--- config.mk ---
export PLATFORM = sky130hd
export DESIGN_NAME = ccff_bitstream_loader_flat
export DESIGN_NICKNAME = d
export VERILOG_FILES = /design/src/rtl/ccff_bitstream_loader_pkg.sv /design/src/rtl/ccff_bitstream_loader_if.sv /design/src/rtl/ccff_bitstream_loader_tail_checker.sv /design/src/rtl/ccff_bitstream_loader.sv /design/src/flat_wrapper.sv
export SDC_FILE = /design/constraint.sdc
export NUM_CORES = 1
export LEC_CHECK = 0
export CELL_PAD_IN_SITES_DETAIL_PLACEMENT = 0
export CELL_PAD_IN_SITES_GLOBAL_PLACEMENT = 1
export CORE_AREA = 2 2 64 90
export DETAILED_ROUTE_END_ITERATION = 10
export DIE_AREA = 0 0 66 92
export HOLD_SLACK_MARGIN = 0.1
export PLACE_DENSITY_LB_ADDON = 0.12
export SYNTH_ARGS = -nofsm -noshare
export SYNTH_HDL_FRONTEND = slang
export SYNTH_SLANG_ARGS = --single-unit
--- constraint.sdc ---
create_clock -name clk -period 2.9 [get_ports clk]
set_input_delay 0.58 -clock clk [delete_from_list [all_inputs] [get_ports clk]]
set_output_delay 0.58 -clock clk [all_outputs]
set_load 0.005 [all_outputs]
--- src/rtl/ccff_bitstream_loader_pkg.sv ---
// Shared types and default sizing for the configuration-chain loader.
package ccff_loader_pkg;

    localparam int unsigned CCFF_NUM_CHAINS    = 12;
    localparam int unsigned CCFF_CHAIN_LEN     = 1024;
    localparam int unsigned CCFF_PRESET_CYCLES = 8;

    typedef enum logic [2:0] {
        ST_IDLE,
        ST_PRESET,
        ST_SHIFT_LO,
        ST_SHIFT_HI,
        ST_DONE
    } ccff_state_t;

endpackage

--- src/rtl/ccff_bitstream_loader_if.sv ---
// Valid/ready bitstream stream: one bit per configuration chain per transfer.
interface ccff_bitstream_loader_if
    import ccff_loader_pkg::*;
#(
    parameter int unsigned NUM_CHAINS = CCFF_NUM_CHAINS
);

    logic [NUM_CHAINS-1:0] cfg_data;
    logic                  cfg_valid;
    logic                  cfg_ready;

    modport master (
        output cfg_data,
        output cfg_valid,
        input  cfg_ready
    );

    modport slave (
        input  cfg_data,
        input  cfg_valid,
        output cfg_ready
    );

endinterface

--- src/rtl/ccff_bitstream_loader_tail_checker.sv ---
// Sticky flag raised when any chain tail is nonzero at a sample strobe;
// used only when CCFF_TAIL_CHECK_EN is defined.
module ccff_tail_checker
    import ccff_loader_pkg::*;
#(
    parameter int unsigned NUM_CHAINS = CCFF_NUM_CHAINS
) (
    input  logic                  clk,
    input  logic                  reset,
    input  logic                  clear,
    input  logic                  sample,
    input  logic [NUM_CHAINS-1:0] ccff_tail,
    output logic                  error
);

    logic error_q;
    logic error_d;

    always_comb begin
        error_d = error_q;
        if (clear) begin
            error_d = 1'b0;
        end else if (sample && (ccff_tail != '0)) begin
            error_d = 1'b1;
        end
    end

    always_ff @(posedge clk) begin
        if (reset) begin
            error_q <= 1'b0;
        end else begin
            error_q <= error_d;
        end
    end

    assign error = error_q;

endmodule

--- src/rtl/ccff_bitstream_loader.sv ---
// Shifts a bitstream into all fabric configuration chains in parallel.
// Optional CCFF_TAIL_CHECK_EN: verify chain tails read 0 during the load.
module ccff_bitstream_loader
    import ccff_loader_pkg::*;
#(
    parameter int unsigned NUM_CHAINS    = CCFF_NUM_CHAINS,
    parameter int unsigned CHAIN_LEN     = CCFF_CHAIN_LEN,
    parameter int unsigned PRESET_CYCLES = CCFF_PRESET_CYCLES
) (
    input  logic                    clk,
    input  logic                    reset,
    input  logic                    start,
    ccff_bitstream_loader_if.slave  cfg,
    output logic                    config_enable,
    output logic                    pReset,
    output logic                    prog_clk,
    output logic [NUM_CHAINS-1:0]   ccff_head,
    input  logic [NUM_CHAINS-1:0]   ccff_tail,
    output logic                    busy,
    output logic                    done,
    output logic                    error
);

    localparam int unsigned CNT_W  = $clog2(CHAIN_LEN + 1);
    localparam int unsigned PCNT_W = (PRESET_CYCLES > 1) ? $clog2(PRESET_CYCLES) : 1;
    localparam logic [CNT_W-1:0]  BIT_LAST = CNT_W'(CHAIN_LEN);
    localparam logic [PCNT_W-1:0] PRE_LAST = PCNT_W'(PRESET_CYCLES - 1);

    ccff_state_t           state_q, state_d;
    logic [CNT_W-1:0]      bit_cnt_q, bit_cnt_d;
    logic [PCNT_W-1:0]     pre_cnt_q, pre_cnt_d;
    logic [NUM_CHAINS-1:0] head_q, head_d;
    logic                  cfg_en_q, cfg_en_d;
    logic                  preset_n_q, preset_n_d;
    logic                  prog_clk_q, prog_clk_d;
    logic                  busy_q, busy_d;
    logic                  done_q, done_d;

    logic load_start;
    logic accept;

    assign load_start    = start && ((state_q == ST_IDLE) || (state_q == ST_DONE));
    assign accept        = cfg.cfg_valid && (state_q == ST_SHIFT_LO);
    assign cfg.cfg_ready = (state_q == ST_SHIFT_LO);

    always_comb begin
        state_d   = state_q;
        bit_cnt_d = bit_cnt_q;
        pre_cnt_d = pre_cnt_q;
        head_d    = head_q;

        unique case (state_q)
            ST_IDLE, ST_DONE: begin
                if (load_start) begin
                    state_d   = ST_PRESET;
                    bit_cnt_d = '0;
                    pre_cnt_d = '0;
                end
            end
            ST_PRESET: begin
                if (pre_cnt_q == PRE_LAST) begin
                    state_d = ST_SHIFT_LO;
                end else begin
                    pre_cnt_d = pre_cnt_q + PCNT_W'(1);
                end
            end
            ST_SHIFT_LO: begin
                if (accept) begin
                    head_d    = cfg.cfg_data;
                    bit_cnt_d = bit_cnt_q + CNT_W'(1);
                    state_d   = ST_SHIFT_HI;
                end
            end
            ST_SHIFT_HI: begin
                state_d = (bit_cnt_q < BIT_LAST) ? ST_SHIFT_LO : ST_DONE;
            end
            default: state_d = ST_IDLE;
        endcase

        // Outputs are decoded from the next state so each registered output
        // lines up with the state it belongs to.
        cfg_en_d   = state_d inside {ST_PRESET, ST_SHIFT_LO, ST_SHIFT_HI};
        busy_d     = cfg_en_d;
        preset_n_d = (state_d != ST_PRESET);
        prog_clk_d = (state_d == ST_SHIFT_HI);
        done_d     = (state_d == ST_DONE);
    end

    always_ff @(posedge clk) begin
        if (reset) begin
            state_q    <= ST_IDLE;
            bit_cnt_q  <= '0;
            pre_cnt_q  <= '0;
            head_q     <= '0;
            cfg_en_q   <= 1'b0;
            preset_n_q <= 1'b1;
            prog_clk_q <= 1'b0;
            busy_q     <= 1'b0;
            done_q     <= 1'b0;
        end else begin
            state_q    <= state_d;
            bit_cnt_q  <= bit_cnt_d;
            pre_cnt_q  <= pre_cnt_d;
            head_q     <= head_d;
            cfg_en_q   <= cfg_en_d;
            preset_n_q <= preset_n_d;
            prog_clk_q <= prog_clk_d;
            busy_q     <= busy_d;
            done_q     <= done_d;
        end
    end

    assign config_enable = cfg_en_q;
    assign pReset        = preset_n_q;
    assign prog_clk      = prog_clk_q;
    assign ccff_head     = head_q;
    assign busy          = busy_q;
    assign done          = done_q;

`ifdef CCFF_TAIL_CHECK_EN
    ccff_tail_checker #(
        .NUM_CHAINS (NUM_CHAINS)
    ) u_tail_checker (
        .clk       (clk),
        .reset     (reset),
        .clear     (load_start),
        .sample    (accept),
        .ccff_tail (ccff_tail),
        .error     (error)
    );
`else
    logic unused_tail;
    assign unused_tail = ^ccff_tail;
    assign error       = 1'b0;
`endif

endmodule

--- src/flat_wrapper.sv ---
// flat-port wrapper written by rule: the top's interface ports become plain ports
module ccff_bitstream_loader_flat import ccff_loader_pkg::*;
#(
    parameter int unsigned NUM_CHAINS    = CCFF_NUM_CHAINS,
    parameter int unsigned CHAIN_LEN     = CCFF_CHAIN_LEN,
    parameter int unsigned PRESET_CYCLES = CCFF_PRESET_CYCLES
)
  (clk, reset, start, config_enable, pReset, prog_clk, ccff_head, ccff_tail, busy, done, error, cfg_cfg_data, cfg_cfg_valid, cfg_cfg_ready);
  ccff_bitstream_loader_if #(.NUM_CHAINS(NUM_CHAINS)) cfg_i ();
  input  logic clk;
  input  logic reset;
  input  logic start;
  output logic config_enable;
  output logic pReset;
  output logic prog_clk;
  output logic [NUM_CHAINS-1:0] ccff_head;
  input  logic [NUM_CHAINS-1:0] ccff_tail;
  output logic busy;
  output logic done;
  output logic error;
  input wire logic [$bits(cfg_i.cfg_data)-1:0] cfg_cfg_data;
  input wire logic [$bits(cfg_i.cfg_valid)-1:0] cfg_cfg_valid;
  output wire logic [$bits(cfg_i.cfg_ready)-1:0] cfg_cfg_ready;
  assign cfg_i.cfg_data = cfg_cfg_data;
  assign cfg_i.cfg_valid = cfg_cfg_valid;
  assign cfg_cfg_ready = cfg_i.cfg_ready;
  ccff_bitstream_loader #(.NUM_CHAINS(NUM_CHAINS), .CHAIN_LEN(CHAIN_LEN), .PRESET_CYCLES(PRESET_CYCLES)) u_core (.clk(clk), .reset(reset), .start(start), .cfg(cfg_i), .config_enable(config_enable), .pReset(pReset), .prog_clk(prog_clk), .ccff_head(ccff_head), .ccff_tail(ccff_tail), .busy(busy), .done(done), .error(error));
endmodule
==> impl_results.md <==
- Required time of the critical path: 2320 ps
- Ratio of cells with drive above 1 in the final layout: 8.629%
- # DRC: 0
- Post-synth ARST share: 0%
- Synth Register Bits: 33
- Port buffer count: 33
- Number of flops mapped to enable cells by yosys: 0
- Placed Area: 1810 µm²
- Total clock sinks: 33
- Via density: 4.604
- Placed cells: 257
- Max stage delay on crit path: 570 ps
- Crit Path Class: reg2out
- CP Capture Type: output port
- Buffer count from post-CTS setup fixing: 0
- Yosys cell types: 42
- Final setup fails: 0
- Setup_tns: 0 ps
- Synth-to-layout area growth: 32.75%
- Worst EP arrival: 1770 ps
- Die height: 92 µm
- FMAX: 0.4253 GHz
- M2 GR Usage: 19.44%
- Die area: 6072 µm²
- FF-to-FF Start: u_core.pre_cnt_q[0]
- Post-layout util: 35.63%
- Routed Antenna Nets: 0
- Detailed-route via count: 1220
- YS warnings: 0
- DP HPWL: 2.413 mm
- Antenna diodes: 0
- Pleak: 0.6682 nW
- Final Power: 0.9081 mW
- WL final: 3.383 mm
- H-tree level count: 2
- Post-CTS Hold Fix Bufs: 0
- Vias in the first global route: 1227
- Status: complete, no violations
- RSZ-0062 raised after global routing: no
- Hold worst-path end: u_core.ccff_head[5]
- Max-cap viol count: 0
- Fin cells: 265
- Initial Utilization: 26.84%
- Hold Fails Final Rpt: 0
- Root Driver: clkbuf_8
- Busiest grt layer: met2
- Core Area: 5365 µm²
- Cell depth of the worst hold path: 2
- Crit Path Max Fanout: 11
- Initial antenna violation count: 0
- DR pass1 iterations: 4
- Max rail drop VDD: 0.2359 mV
- IO Pins: 47
- Worst Slack Setup Final: 548.5 ps
- Pwr/cell area: 475.0 nW/µm²
- Design Area, Final: 1912 µm²
- Worst Path Buf+Inv: 1
- Clk_skew: 5.372 ps
- FF-to-FF setup slack: 1150 ps
- Max stage delay cell, worst path: clkdlybuf4s50_1
- Routability cong.: 0.7074
- Number of CTS-inserted buffers: 5
- Min-delay src: u_core.ccff_head[5]
- Grt met3 use: 4.785%
- Clock transition at path regs: 70 ps
- CTS Buffer Depth: 2
- TritonCTS clock tree: built
- Worst R2R Path Depth: 6
- Die Wd: 66 µm
- Worst R2R End: u_core.pre_cnt_q[0]
- Min-delay worst type: reg2reg
- Filler instances: 597
- Post-DR wirelength/cell: 12.77 µm
- Row cnt: 32
- First-pass GRT wire length: 5.651 mm
- Syn Area/Cell: 8.835 µm²
- Syn_nets: 194
- DRT iter0 DRCs: 11
- Critical path cell sequence: nor3b_1 -> clkdlybuf4s50_1
- Top_reg_cell synth: dfxtp_1
- Final Max Tran Viols: 0
- CTS resizes: 0
- Pre-CTS setup slack: 617.3 ps
- Mapped Area: 1440 µm²
- Total track usage: 12.10%
- Fin crit share: 81.09%
- Register area share after synthesis: 45.87%
- Gate count after technology mapping: 163
- Worst-Skew Late Latency: 280 ps
- CP delay by family, top: buffers and inverters
- Commonest cells after routing, fill and taps aside: clkdlybuf4s50_1 (33), dfxtp_1 (33), nand2_1 (28)
- Critical path launch point type: register
- Largest net degree at the start of global routing: 25
- Fin crit period: 2352 ps
- Met1 usage: 14.31%
- Grt ovf: 0
- Fin nets: 227
- Hold slack: 453.5 ps
[worst reg2reg max path, delay by kind of cell (launching register included)]
family | cells | cell delay, ps
compound gates | 1 | 280
flops | 1 | 330
fa+ha+maj | 2 | 400
simple gates | 2 | 420
mux | 1 | 220
[flip-flops by register name, indices dropped and copies added, names as in the netlist]
register,cells
u_core.ccff_head,12
u_core.bit_cnt_q,11
u_core.pre_cnt_q,3
u_core.state_q,3
u_core.config_enable,1
u_core.done,1
u_core.pReset,1
u_core.prog_clk,1
[layout make-up]
cell class                 count  area, µm²  share of cell area (%)
sequential                    33      660.6                   34.56
clock buffer                   7      96.34                   5.039
clock inverter                 1      5.005                  0.2618
multi-input combinational    117      700.7                   36.65
tap                           68      85.08                   4.450
inverter                       3      11.26                  0.5890
timing repair buffer          36      352.8                   18.46
[cell usage after synthesis, types with 2 or more instances]
library cell / number / share of area, %
nor3_1: 2 / 0.70
nor2_1: 15 / 3.9
o211ai_1: 3 / 1.6
inv_1: 3 / 0.78
nand3_1: 4 / 1.4
buf_4: 3 / 1.6
o2111ai_1: 2 / 1.2
or4_1: 2 / 1.0
a21oi_1: 21 / 7.3
dfxtp_1: 33 / 46
xor2_1: 5 / 3.0
nand2_1: 28 / 7.3
ha_1: 3 / 2.6
o31ai_1: 2 / 1.0
nand2b_1: 6 / 2.6
or3b_1: 2 / 1.2
clkbuf_1: 4 / 1.0
[cell families after synthesis]
group           count (synthesis)  share of synthesized area [%]
simple gates                   70                          26.33
flops                          33                          45.87
buf+inv                        13                          5.472
fa+ha+maj                       3                          2.607
mux                             1                         0.6951
other cells                     1                         0.2604
compound gates                 36                          15.12
xor+xnor                        6                          3.649
[how the worst max path moves through the flow]
stage,endpoint,depth (start not counted),start,slack [ps]
after global placement,u_core.bit_cnt_q[10],5,start,660
final,cfg_cfg_ready,2,u_core.state_q[1],550
after floorplan,u_core.pre_cnt_q[0],6,u_core.pre_cnt_q[0],1260
after detailed placement,u_core.bit_cnt_q[10],5,start,620
after global routing,cfg_cfg_ready,2,u_core.state_q[1],440
after CTS,cfg_cfg_ready,2,u_core.state_q[1],520
[layer usage]
layer / up-vias / wire, µm
met5: - / 0
met4: 0 / 46
met3: 6 / 175
met2: 24 / 1688
met1: 564 / 1472
li1: 626 / -
[power breakdown]
group	total [mW]	internal, mW	leakage (nW)	switching [mW]
registers	0.464	0.458	0.267	0.00578
clock network	0.379	0.214	0.0542	0.164
logic	0.0655	0.0369	0.347	0.0286
total	0.908	0.709	0.668	0.199
Power figures use the tool's default switching activity.
